==> src/rtl/fsm_cmd_sequencer_pkg.sv <==
// Shared encodings for the fsm_dut command sequencer: commands driven to
// fsm_dut, fsm_dut state codes, and the sequencer's own phase enum.
package fsm_seq_pkg;

   localparam logic [1:0] CMD_IDLE     = 2'b00;
   localparam logic [1:0] CMD_START    = 2'b01;
   localparam logic [1:0] CMD_WAIT     = 2'b10;
   localparam logic [1:0] CMD_COMPLETE = 2'b11;

   localparam logic [1:0] ST_IDLE     = 2'b00;
   localparam logic [1:0] ST_PROCESS  = 2'b01;
   localparam logic [1:0] ST_WAIT     = 2'b10;
   localparam logic [1:0] ST_COMPLETE = 2'b11;

   typedef enum logic [2:0] {
      S_IDLE,
      S_START,
      S_WAIT,
      S_COMPLETE,
      S_RETURN,
      S_RESP
   } seq_state_t;

endpackage

==> src/rtl/fsm_cmd_sequencer_if.sv <==
// Request/response valid-ready bundle between a traffic consumer (master)
// and the command sequencer (slave).
interface fsm_cmd_sequencer_if #(
   parameter int DATA_WIDTH = 8
);
   logic                  req_valid;
   logic                  req_ready;
   logic [DATA_WIDTH-1:0] req_data;
   logic                  rsp_valid;
   logic                  rsp_ready;
   logic [DATA_WIDTH-1:0] rsp_data;
   logic                  rsp_error;

   modport master (
      output req_valid, req_data, rsp_ready,
      input  req_ready, rsp_valid, rsp_data, rsp_error
   );

   modport slave (
      input  req_valid, req_data, rsp_ready,
      output req_ready, rsp_valid, rsp_data, rsp_error
   );
endinterface

==> src/rtl/fsm_cmd_sequencer_watchdog.sv <==
// Per-phase timeout: a down-counter reloaded on phase entry; expires when it
// reaches terminal count while the phase target is still unmet.
module fsm_seq_watchdog #(
   parameter int TIMEOUT = 16
) (
   input  logic clk,
   input  logic reset_n,
   input  logic clear,
   input  logic met,
   output logic expired
);
   localparam int            CW      = $clog2(TIMEOUT);
   localparam logic [CW-1:0] TC_LOAD = CW'(TIMEOUT - 1);

   logic [CW-1:0] remain;

   always_ff @(posedge clk) begin
      if (!reset_n || clear) begin
         remain <= TC_LOAD;
      end else if (!met && remain != '0) begin
         remain <= remain - CW'(1);
      end
   end

   // a target met on the terminal cycle wins over the timeout
   assign expired = (remain == '0) && !met;

endmodule

==> src/rtl/fsm_cmd_sequencer.sv <==
// Initiator-side driver for fsm_dut: walks one request word through the
// START/WAIT/COMPLETE/RETURN command sequence and reports the captured result.
//
// state      | meaning
// S_IDLE     | req_ready high, waiting for a request word
// S_START    | enable + CMD_START, waiting for fsm_dut PROCESS
// S_WAIT     | CMD_WAIT, waiting for fsm_dut WAIT
// S_COMPLETE | CMD_COMPLETE, waiting for COMPLETE with valid; captures data_out
// S_RETURN   | CMD_IDLE, waiting for IDLE with done
// S_RESP     | response held on rsp_* until consumer accepts
module fsm_cmd_sequencer
   import fsm_seq_pkg::*;
#(
   parameter int DATA_WIDTH = 8,
   parameter int TIMEOUT    = 16
) (
   input  logic                  clk,
   input  logic                  reset_n,
   fsm_cmd_sequencer_if.slave    bus,
   output logic                  fsm_enable,
   output logic [1:0]            fsm_input,
   output logic [DATA_WIDTH-1:0] fsm_data,
   input  logic [1:0]            fsm_state,
   input  logic [DATA_WIDTH-1:0] fsm_data_out,
   input  logic                  fsm_valid,
   input  logic                  fsm_done,
   output logic [7:0]            err_count
);

   seq_state_t            state;
   logic [DATA_WIDTH-1:0] req_word;
   logic                  met;
   logic                  in_phase;
   logic                  expired;
   logic                  phase_timeout;

   always_comb begin
      met = 1'b0;
      case (state)
         S_START:    met = (fsm_state == ST_PROCESS);
         S_WAIT:     met = (fsm_state == ST_WAIT);
         S_COMPLETE: met = (fsm_state == ST_COMPLETE) && fsm_valid;
         S_RETURN:   met = (fsm_state == ST_IDLE) && fsm_done;
         default:    met = 1'b0;
      endcase
   end

   assign in_phase      = state inside {S_START, S_WAIT, S_COMPLETE, S_RETURN};
   // the counter still sits at terminal count on the first S_RESP cycle
   assign phase_timeout = in_phase && expired;

   fsm_seq_watchdog #(
      .TIMEOUT(TIMEOUT)
   ) u_watchdog (
      .clk    (clk),
      .reset_n(reset_n),
      .clear  (!in_phase || met),
      .met    (met),
      .expired(expired)
   );

   always_ff @(posedge clk) begin
      if (!reset_n) begin
         state         <= S_IDLE;
         req_word      <= '0;
         bus.req_ready <= 1'b0;
         bus.rsp_valid <= 1'b0;
         bus.rsp_data  <= '0;
         bus.rsp_error <= 1'b0;
         fsm_enable    <= 1'b0;
         fsm_input     <= CMD_IDLE;
         fsm_data      <= '0;
         err_count     <= '0;
      end else begin
         case (state)
            S_IDLE: begin
               bus.req_ready <= 1'b1;
               if (bus.req_valid && bus.req_ready) begin
                  req_word      <= bus.req_data;
                  fsm_data      <= bus.req_data;
                  bus.req_ready <= 1'b0;
                  fsm_enable    <= 1'b1;
                  fsm_input     <= CMD_START;
                  state         <= S_START;
               end
            end
            S_START: if (met) begin
               fsm_input <= CMD_WAIT;
               state     <= S_WAIT;
            end
            S_WAIT: if (met) begin
               fsm_input <= CMD_COMPLETE;
               state     <= S_COMPLETE;
            end
            S_COMPLETE: if (met) begin
               // result is staged now; it is only presented once rsp_valid rises
               bus.rsp_data  <= fsm_data_out;
               bus.rsp_error <= (fsm_data_out != req_word);
               fsm_input     <= CMD_IDLE;
               state         <= S_RETURN;
            end
            S_RETURN: if (met) begin
               fsm_enable    <= 1'b0;
               bus.rsp_valid <= 1'b1;
               state         <= S_RESP;
            end
            S_RESP: if (bus.rsp_ready) begin
               bus.rsp_valid <= 1'b0;
               bus.req_ready <= 1'b1;
               if (bus.rsp_error && err_count != 8'hFF) begin
                  err_count <= err_count + 8'd1;
               end
               state <= S_IDLE;
            end
            default: state <= S_IDLE;
         endcase

         if (phase_timeout) begin
            bus.rsp_valid <= 1'b1;
            bus.rsp_error <= 1'b1;
            bus.rsp_data  <= '0;
            fsm_enable    <= 1'b0;
            fsm_input     <= CMD_IDLE;
            state         <= S_RESP;
         end
      end
   end

endmodule

==> src/flat_wrapper.sv <==
// flat-port wrapper written by rule: the top's interface ports become plain ports
module fsm_cmd_sequencer_flat import fsm_seq_pkg::*;
#(
   parameter int DATA_WIDTH = 8,
   parameter int TIMEOUT    = 16
)
  (clk, reset_n, fsm_enable, fsm_input, fsm_data, fsm_state, fsm_data_out, fsm_valid, fsm_done, err_count, bus_req_valid, bus_req_data, bus_rsp_ready, bus_req_ready, bus_rsp_valid, bus_rsp_data, bus_rsp_error);
  fsm_cmd_sequencer_if #(.DATA_WIDTH(DATA_WIDTH)) bus_i ();
  input  logic clk;
  input  logic reset_n;
  output logic fsm_enable;
  output logic [1:0] fsm_input;
  output logic [DATA_WIDTH-1:0] fsm_data;
  input  logic [1:0] fsm_state;
  input  logic [DATA_WIDTH-1:0] fsm_data_out;
  input  logic fsm_valid;
  input  logic fsm_done;
  output logic [7:0] err_count;
  input wire logic [$bits(bus_i.req_valid)-1:0] bus_req_valid;
  input wire logic [$bits(bus_i.req_data)-1:0] bus_req_data;
  input wire logic [$bits(bus_i.rsp_ready)-1:0] bus_rsp_ready;
  output wire logic [$bits(bus_i.req_ready)-1:0] bus_req_ready;
  output wire logic [$bits(bus_i.rsp_valid)-1:0] bus_rsp_valid;
  output wire logic [$bits(bus_i.rsp_data)-1:0] bus_rsp_data;
  output wire logic [$bits(bus_i.rsp_error)-1:0] bus_rsp_error;
  assign bus_i.req_valid = bus_req_valid;
  assign bus_i.req_data = bus_req_data;
  assign bus_i.rsp_ready = bus_rsp_ready;
  assign bus_req_ready = bus_i.req_ready;
  assign bus_rsp_valid = bus_i.rsp_valid;
  assign bus_rsp_data = bus_i.rsp_data;
  assign bus_rsp_error = bus_i.rsp_error;
  fsm_cmd_sequencer #(.DATA_WIDTH(DATA_WIDTH), .TIMEOUT(TIMEOUT)) u_core (.clk(clk), .reset_n(reset_n), .bus(bus_i), .fsm_enable(fsm_enable), .fsm_input(fsm_input), .fsm_data(fsm_data), .fsm_state(fsm_state), .fsm_data_out(fsm_data_out), .fsm_valid(fsm_valid), .fsm_done(fsm_done), .err_count(err_count));
endmodule
==> config.mk <==
export PLATFORM = sky130hd
export DESIGN_NAME = fsm_cmd_sequencer_flat
export DESIGN_NICKNAME = d
export VERILOG_FILES = /design/src/rtl/fsm_cmd_sequencer_pkg.sv /design/src/rtl/fsm_cmd_sequencer_if.sv /design/src/rtl/fsm_cmd_sequencer_watchdog.sv /design/src/rtl/fsm_cmd_sequencer.sv /design/src/flat_wrapper.sv
export SDC_FILE = /design/constraint.sdc
export NUM_CORES = 1
export LEC_CHECK = 0
export ABC_AREA = 1
export CORE_UTILIZATION = 49
export CTS_BUF_LIST = sky130_fd_sc_hd__clkbuf_8
export DETAILED_ROUTE_END_ITERATION = 12
export PLACE_DENSITY = 0.82
export SLEW_MARGIN = 5
export SYNTH_ARGS = -nofsm -noshare
export SYNTH_HDL_FRONTEND = slang
export SYNTH_SLANG_ARGS = --single-unit
==> constraint.sdc <==
create_clock -name clk -period 1.7 [get_ports clk]
set_clock_uncertainty 0.05 [all_clocks]
set_input_delay 0.17 -clock clk [delete_from_list [all_inputs] [get_ports clk]]
set_output_delay 0.17 -clock clk [all_outputs]
set_load 0.005 [all_outputs]
==> flow_metrics.tcl <==
set metrics [dict create \
    status "finished clean" \
    grt_pass1_wl_um 7580 \
    slew_headroom_pct 73.1 \
    finalHoldViolations 0 \
    drt_first_pass_iters 4 \
    fillCellCount 322 \
    crit_fanout 4 \
    viasPerCell 5.01 \
    worstSetupStartpointType "register" \
    clkTransAtPathRegs_ns 0.07 \
    worstSkewPairLatency_ns 0.29 \
    clock-sinks 37 \
    power.switching_mw 0.854 \
    antennaDiodeCount 0 \
    cts_tree "done" \
    period_needed_ns 1.56 \
    comb_power_share_pct 33.4 \
    leakagePower_nw 1.08 \
    yosysWarnings 0 \
    netlist_area_sq_um 1890 \
    hold_depth 2 \
    ant_nets 0 \
    nets 349 \
    p_int_mw 1.62 \
    synthesis.nets 279 \
    setup_violations 0 \
    grt.overflow.total 0 \
    rsz0062_at_grt "false" \
    critPathCaptureType "register" \
    p_per_area_nw_per_um2 933 \
    initial_utilization_pct 51.2 \
    first_iter_violations 95 \
    layout-area-overhead-vs-synth_pct 40.3 \
    grt_util_all_layers_pct 24.1 \
    drive_above_1_share_pct 17.0 \
    dpl.hpwl_um 3430 \
    io_buffers 53 \
    grt_pass1_vias 1666 \
    tns_ns 0 \
    gp_congestion 0.883 \
    min_path_type "reg -> reg" \
    maxCapViolations 0 \
    die_x_um 64.1 \
    yosysUniqueCellTypes 30 \
    fmax_ghz 0.641 \
    ff2ff_setup_slack_ns 0.14 \
    grt_max_degree 14 \
    io_pins 54 \
    cts_root_buffer "clkbuf_8" \
    cts_buffers 5 \
    crit_type "reg -> reg" \
    wl_um 4510 \
    power.total_mw 2.47 \
    hold_ws_ns 0.413 \
    synth_cells 252 \
    avgSynthCellArea_sq_um 7.49 \
    vias 1859 \
    ys_seq_elements 37 \
    yosysSeqAreaShare_pct 39.3 \
    swShare_pct 34.6 \
    ir_drop_mv 0.674 \
    wl_per_cell_um 12.1 \
    fin_crit_sh_pct 91.7 \
    drv_slew 0 \
    fp-row-count 22 \
    cp_data_required_time_ns 1.87 \
    drc 0 \
    worstMarginPinSlew_ns 0.403 \
    die_y_um 64.1 \
    dieArea_sq_um 4100 \
    pwr-share-seq_pct 43.4 \
    htreeDepth 2 \
    arrival_ns 1.73 \
    antenna_found_initial 0 \
    pwr-share-clk_pct 23.2 \
    clock_path_buffers 2 \
    core_area_sq_um 3690 \
    r2r_cells 6 \
]
## power by group through the flow
stage | Sequential [mW] | Clock, mW | Combinational (mW)
6_report | 1.07 | 0.573 | 0.825
5_1_grt | 1.09 | 0.629 | 0.925
4_1_cts | 1.07 | 0.578 | 0.826
3_5_place_dp | 1.09 | 0 | 0.824
3_3_place_gp | 1.08 | 0 | 0.808
2_1_floorplan | 1.07 | 0 | 0.542
## cell usage after synthesis
master | number | area [sq um]
nand2_1 | 61 | 229
dfxtp_1 | 37 | 741
inv_1 | 23 | 86.3
nor2_1 | 23 | 86.3
a21oi_1 | 17 | 85.1
nand3_1 | 17 | 85.1
o21ai_0 | 12 | 60.1
a21oi_2 | 9 | 78.8
xnor2_1 | 7 | 61.3
inv_2 | 5 | 18.8
nand3_2 | 4 | 40.0
nand4_1 | 4 | 25.0
nor2_2 | 4 | 25.0
nor2_4 | 4 | 45.0
ha_1 | 3 | 37.5
xor2_1 | 3 | 26.3
buf_2 | 2 | 10.0
nand2_2 | 2 | 12.5
nand2_4 | 2 | 22.5
nor3_1 | 2 | 10.0
o21ai_1 | 2 | 10.0
a31oi_1 | 1 | 6.26
buf_12 | 1 | 20.0
buf_6 | 1 | 11.3
clkbuf_1 | 1 | 3.75
nand4_4 | 1 | 21.3
nor4_1 | 1 | 6.26
o211ai_1 | 1 | 7.51
o21ai_2 | 1 | 8.76
or2_2 | 1 | 6.26
## layout by cell type, fill, tap and decap left out
cell type,instances
a21oi_1,17
a21oi_2,9
a31oi_1,1
buf_12,1
buf_4,14
clkbuf_8,5
clkdlybuf4s50_1,53
dfxtp_1,35
dfxtp_2,2
ha_1,3
inv_1,26
inv_2,5
nand2_1,61
nand2_2,2
nand2_4,2
nand3_1,17
nand3_2,4
nand4_1,4
nand4_4,1
nor2_1,23
nor2_2,4
nor2_4,4
nor3_1,2
nor4_1,1
o211ai_1,1
o21ai_0,12
o21ai_1,2
o21ai_4,1
or2_2,1
xnor2_1,7
xor2_1,3
## critical path, cell delays in order, from the launching register on
cell and delay, ns:
dfxtp_1 0.38, ha_1 0.25, nand4_1 0.21, o21ai_4 0.25, buf_4 0.16, nand2_1 0.06
a21oi_1 0.14
## per-layer routing
layer / up-vias / part of all wire (%) / wire, um / GRT usage (%)
met5: - / 0 / 0 / 0
met4: 0 / 1.6 / 74 / 9.94
met3: 8 / 6.7 / 302 / 5.89
met2: 64 / 46 / 2050 / 38.7
met1: 834 / 46 / 2080 / 30.7
li1: 953 / - / - / -
## path summary, 6_finish.rpt
path                                                          startpoint                                        to
worst min register to register  u_core.u_watchdog.remain[2]$_SDFFE_PP1P_  u_core.u_watchdog.remain[2]$_SDFFE_PP1P_
worst min-delay path            u_core.u_watchdog.remain[2]$_SDFFE_PP1P_  u_core.u_watchdog.remain[2]$_SDFFE_PP1P_
worst max-delay path                    u_core.err_count[1]$_SDFFE_PN0P_          u_core.err_count[5]$_SDFFE_PN0P_
worst max register to register          u_core.err_count[1]$_SDFFE_PN0P_          u_core.err_count[5]$_SDFFE_PN0P_
## layout make-up
class / instances / area [sq um] / area share, %
multi-input cells: 182 / 1000 / 37.9
flip-flops and latches: 37 / 743 / 28.1
repair buffers: 68 / 656 / 24.8
inverters: 28 / 105 / 3.97
clock buffers: 5 / 68.8 / 2.60
well taps: 48 / 60.1 / 2.27
clock inverters: 3 / 11.3 / 0.425
## what timing repair did
item	in CTS	in global routing
buffers inserted	0	3
hold buffers	0	0
gates resized for setup	0	3
setup endpoints to repair	0	17
endpoints found under the hold margin	0	0
## state kept, by name, indices dropped and copies added (netlist names)
register and cells:
u_core.fsm_data 8, u_core.u_watchdog.remain 4, u_core.err_count 8, u_core.bus.req_ready 1, u_core.bus.rsp_data 8, u_core.bus.rsp_error 1, u_core.fsm_enable 1, u_core.fsm_input 2
u_core.bus.rsp_valid 1, u_core.state 3
## cell families (layout without fill, tap and decap cells)
group,Yosys count,after routing,share of synthesized area (%)
buffers and inverters,33,104,7.96
DFF,37,37,39.3
adders and majority gates,3,3,1.99
AOI/OAI and AO/OA,43,43,13.6
and+or+nand+nor,126,126,32.6
xor gates and xnor gates,10,10,4.64
## through the flow
| stage | utilization, % | area [sq um] | setup slack, ns | cells |
|---|---|---|---|---|
| after detailed placement | 68.7 | 2530 | 0.00685 | 360 |
| after global placement | 68.7 | 2530 | 0.0498 | 360 |
| after floorplan | - | 1890 | 0.273 | 252 |
| final | 71.8 | 2650 | 0.140 | 371 |
| after CTS | 70.9 | 2620 | 0.0496 | 368 |
| after global routing | 71.8 | 2650 | 0.0104 | 371 |
No activity file was read; power rests on OpenSTA's default activity.
==> variant (same settings) <==
`TIMEOUT` is set to 16 in 3 places; all go to 8.
--- a/src/rtl/fsm_cmd_sequencer_watchdog.sv
+++ b/src/rtl/fsm_cmd_sequencer_watchdog.sv
@@ -2,5 +2,5 @@
 // reaches terminal count while the phase target is still unmet.
 module fsm_seq_watchdog #(
-   parameter int TIMEOUT = 16
+   parameter int TIMEOUT = 8
 ) (
    input  logic clk,
--- a/src/rtl/fsm_cmd_sequencer.sv
+++ b/src/rtl/fsm_cmd_sequencer.sv
@@ -13,5 +13,5 @@
 #(
    parameter int DATA_WIDTH = 8,
-   parameter int TIMEOUT    = 16
+   parameter int TIMEOUT    = 8
 ) (
    input  logic                  clk,
--- a/src/flat_wrapper.sv
+++ b/src/flat_wrapper.sv
@@ -3,5 +3,5 @@
 #(
    parameter int DATA_WIDTH = 8,
-   parameter int TIMEOUT    = 16
+   parameter int TIMEOUT    = 8
 )
   (clk, reset_n, fsm_enable, fsm_input, fsm_data, fsm_state, fsm_data_out, fsm_valid, fsm_done, err_count, bus_req_valid, bus_req_data, bus_rsp_ready, bus_req_ready, bus_rsp_valid, bus_rsp_data, bus_rsp_error);
Formal check against the unedited RTL: same outputs for any inputs over 10 cycles, from zero or initial values and one cycle with reset_n low; that may be too few to reach the edited logic, so the function may still have changed.
==> variant against the original RTL <==
- hold slack better by 0.0081 ns
- utilization is 3.0 points higher
- synthesized area fell by 2.9%
- final area down 2.1%
- setup slack better by 0.014 ns
- fmax up 0.89%
- wire length shrank 1.2%
- non-clock buffer count decreased by 4
- power up 15%
- combinational power up 32%
- sequential cell count decreased by 1
- largest cell class unchanged
- count of clock-buffer cells in the layout increased by 2
==> variant: results (changes against the original RTL) <==
- Logic pwr share: 38.4% (was 33.4%)
- Pwr dens: 1100 nW/µm² (was 933 nW/µm²)
- #MultiIn Comb: 177 (was 182)
- Sw frac: 36.0% (was 34.6%)
- Share of layout cells above drive strength 1: 18.4% (was 17.0%)
- Non-clk invs: 32 (was 28)
- Footprint of the multi-input gates: 968 µm² (was 1000 µm²)
- Final core occ: 74.7% (was 71.8%)
- DPL Wire Length: 3.41 mm (was 3.43 mm)
- DR WL met3: 234 µm (was 302 µm)
- Max Clk Rate: 0.647 GHz (was 0.641 GHz)
- Dpl ws: -0.119 ns (was 0.00685 ns)
- Reg area: 724 µm² (was 743 µm²)
- Met3 usage: 5.62% (was 5.89%)
- Met2 Usage GRT: 40.3% (was 38.7%)
- DR WL met2: 2.15 mm (was 2.05 mm)
- Width of the die: 63.1 µm (was 64.1 µm)
- Final clock-cell share: 3.72% (was 3.02%)
- Mean Syn Cell Area: 7.33 µm² (was 7.49 µm²)
- Vias in the first global route: 1678 (was 1666)
- Top cells by area, synth: dfxtp_1, nand2_1, nor2_1 (was dfxtp_1, nand2_1, inv_1)
- CP arrival: 1.66 ns (was 1.73 ns)
- Status: finished, final reports clean (unchanged)
- Worst Hold End: u_core.bus.rsp_data[6] (was u_core.u_watchdog.remain[2])
- Met1 wire length: 2.01 mm (was 2.08 mm)
- Origin of the worst min-delay path: u_core.bus.rsp_data[6] (was u_core.u_watchdog.remain[2])
- Number of clock sinks: 36 (was 37)
- RD Place Congestion: 0.863 (was 0.883)
- Pleak: 0.00107 µW (was 0.00108 µW)
-- variant: worst max-delay path by stage --
stage	start	cells after the start	endpoint
after CTS	u_core.state[2]	8	u_core.fsm_input[1]
after global placement	fsm_state[1]	10	u_core.u_watchdog.remain[1]
after floorplan	u_core.err_count[0]	8	u_core.err_count[5]
final	u_core.err_count[0]	8	u_core.err_count[5]
after detailed placement	fsm_state[1]	11	u_core.fsm_input[0]
after global routing	u_core.u_watchdog.remain[0]	10	u_core.state[0]
-- variant: repair_timing --
action | 4_1_cts | 5_1_grt
setup endpoints to repair | 0 | 5
gates resized for setup | 0 | 6
hold buffers | 0 | 0
-- variant: kinds of logic (layout without fill, tap and decap cells) --
logic type	count (synthesis)	in the layout	synth area share [%]
simple gates	121	121	32.1
fa+ha+maj	3	3	2.05
xor+xnor	7	7	3.35
buf+inv	37	103	8.20
flops	36	36	39.3
compound gates	46	46	15.0
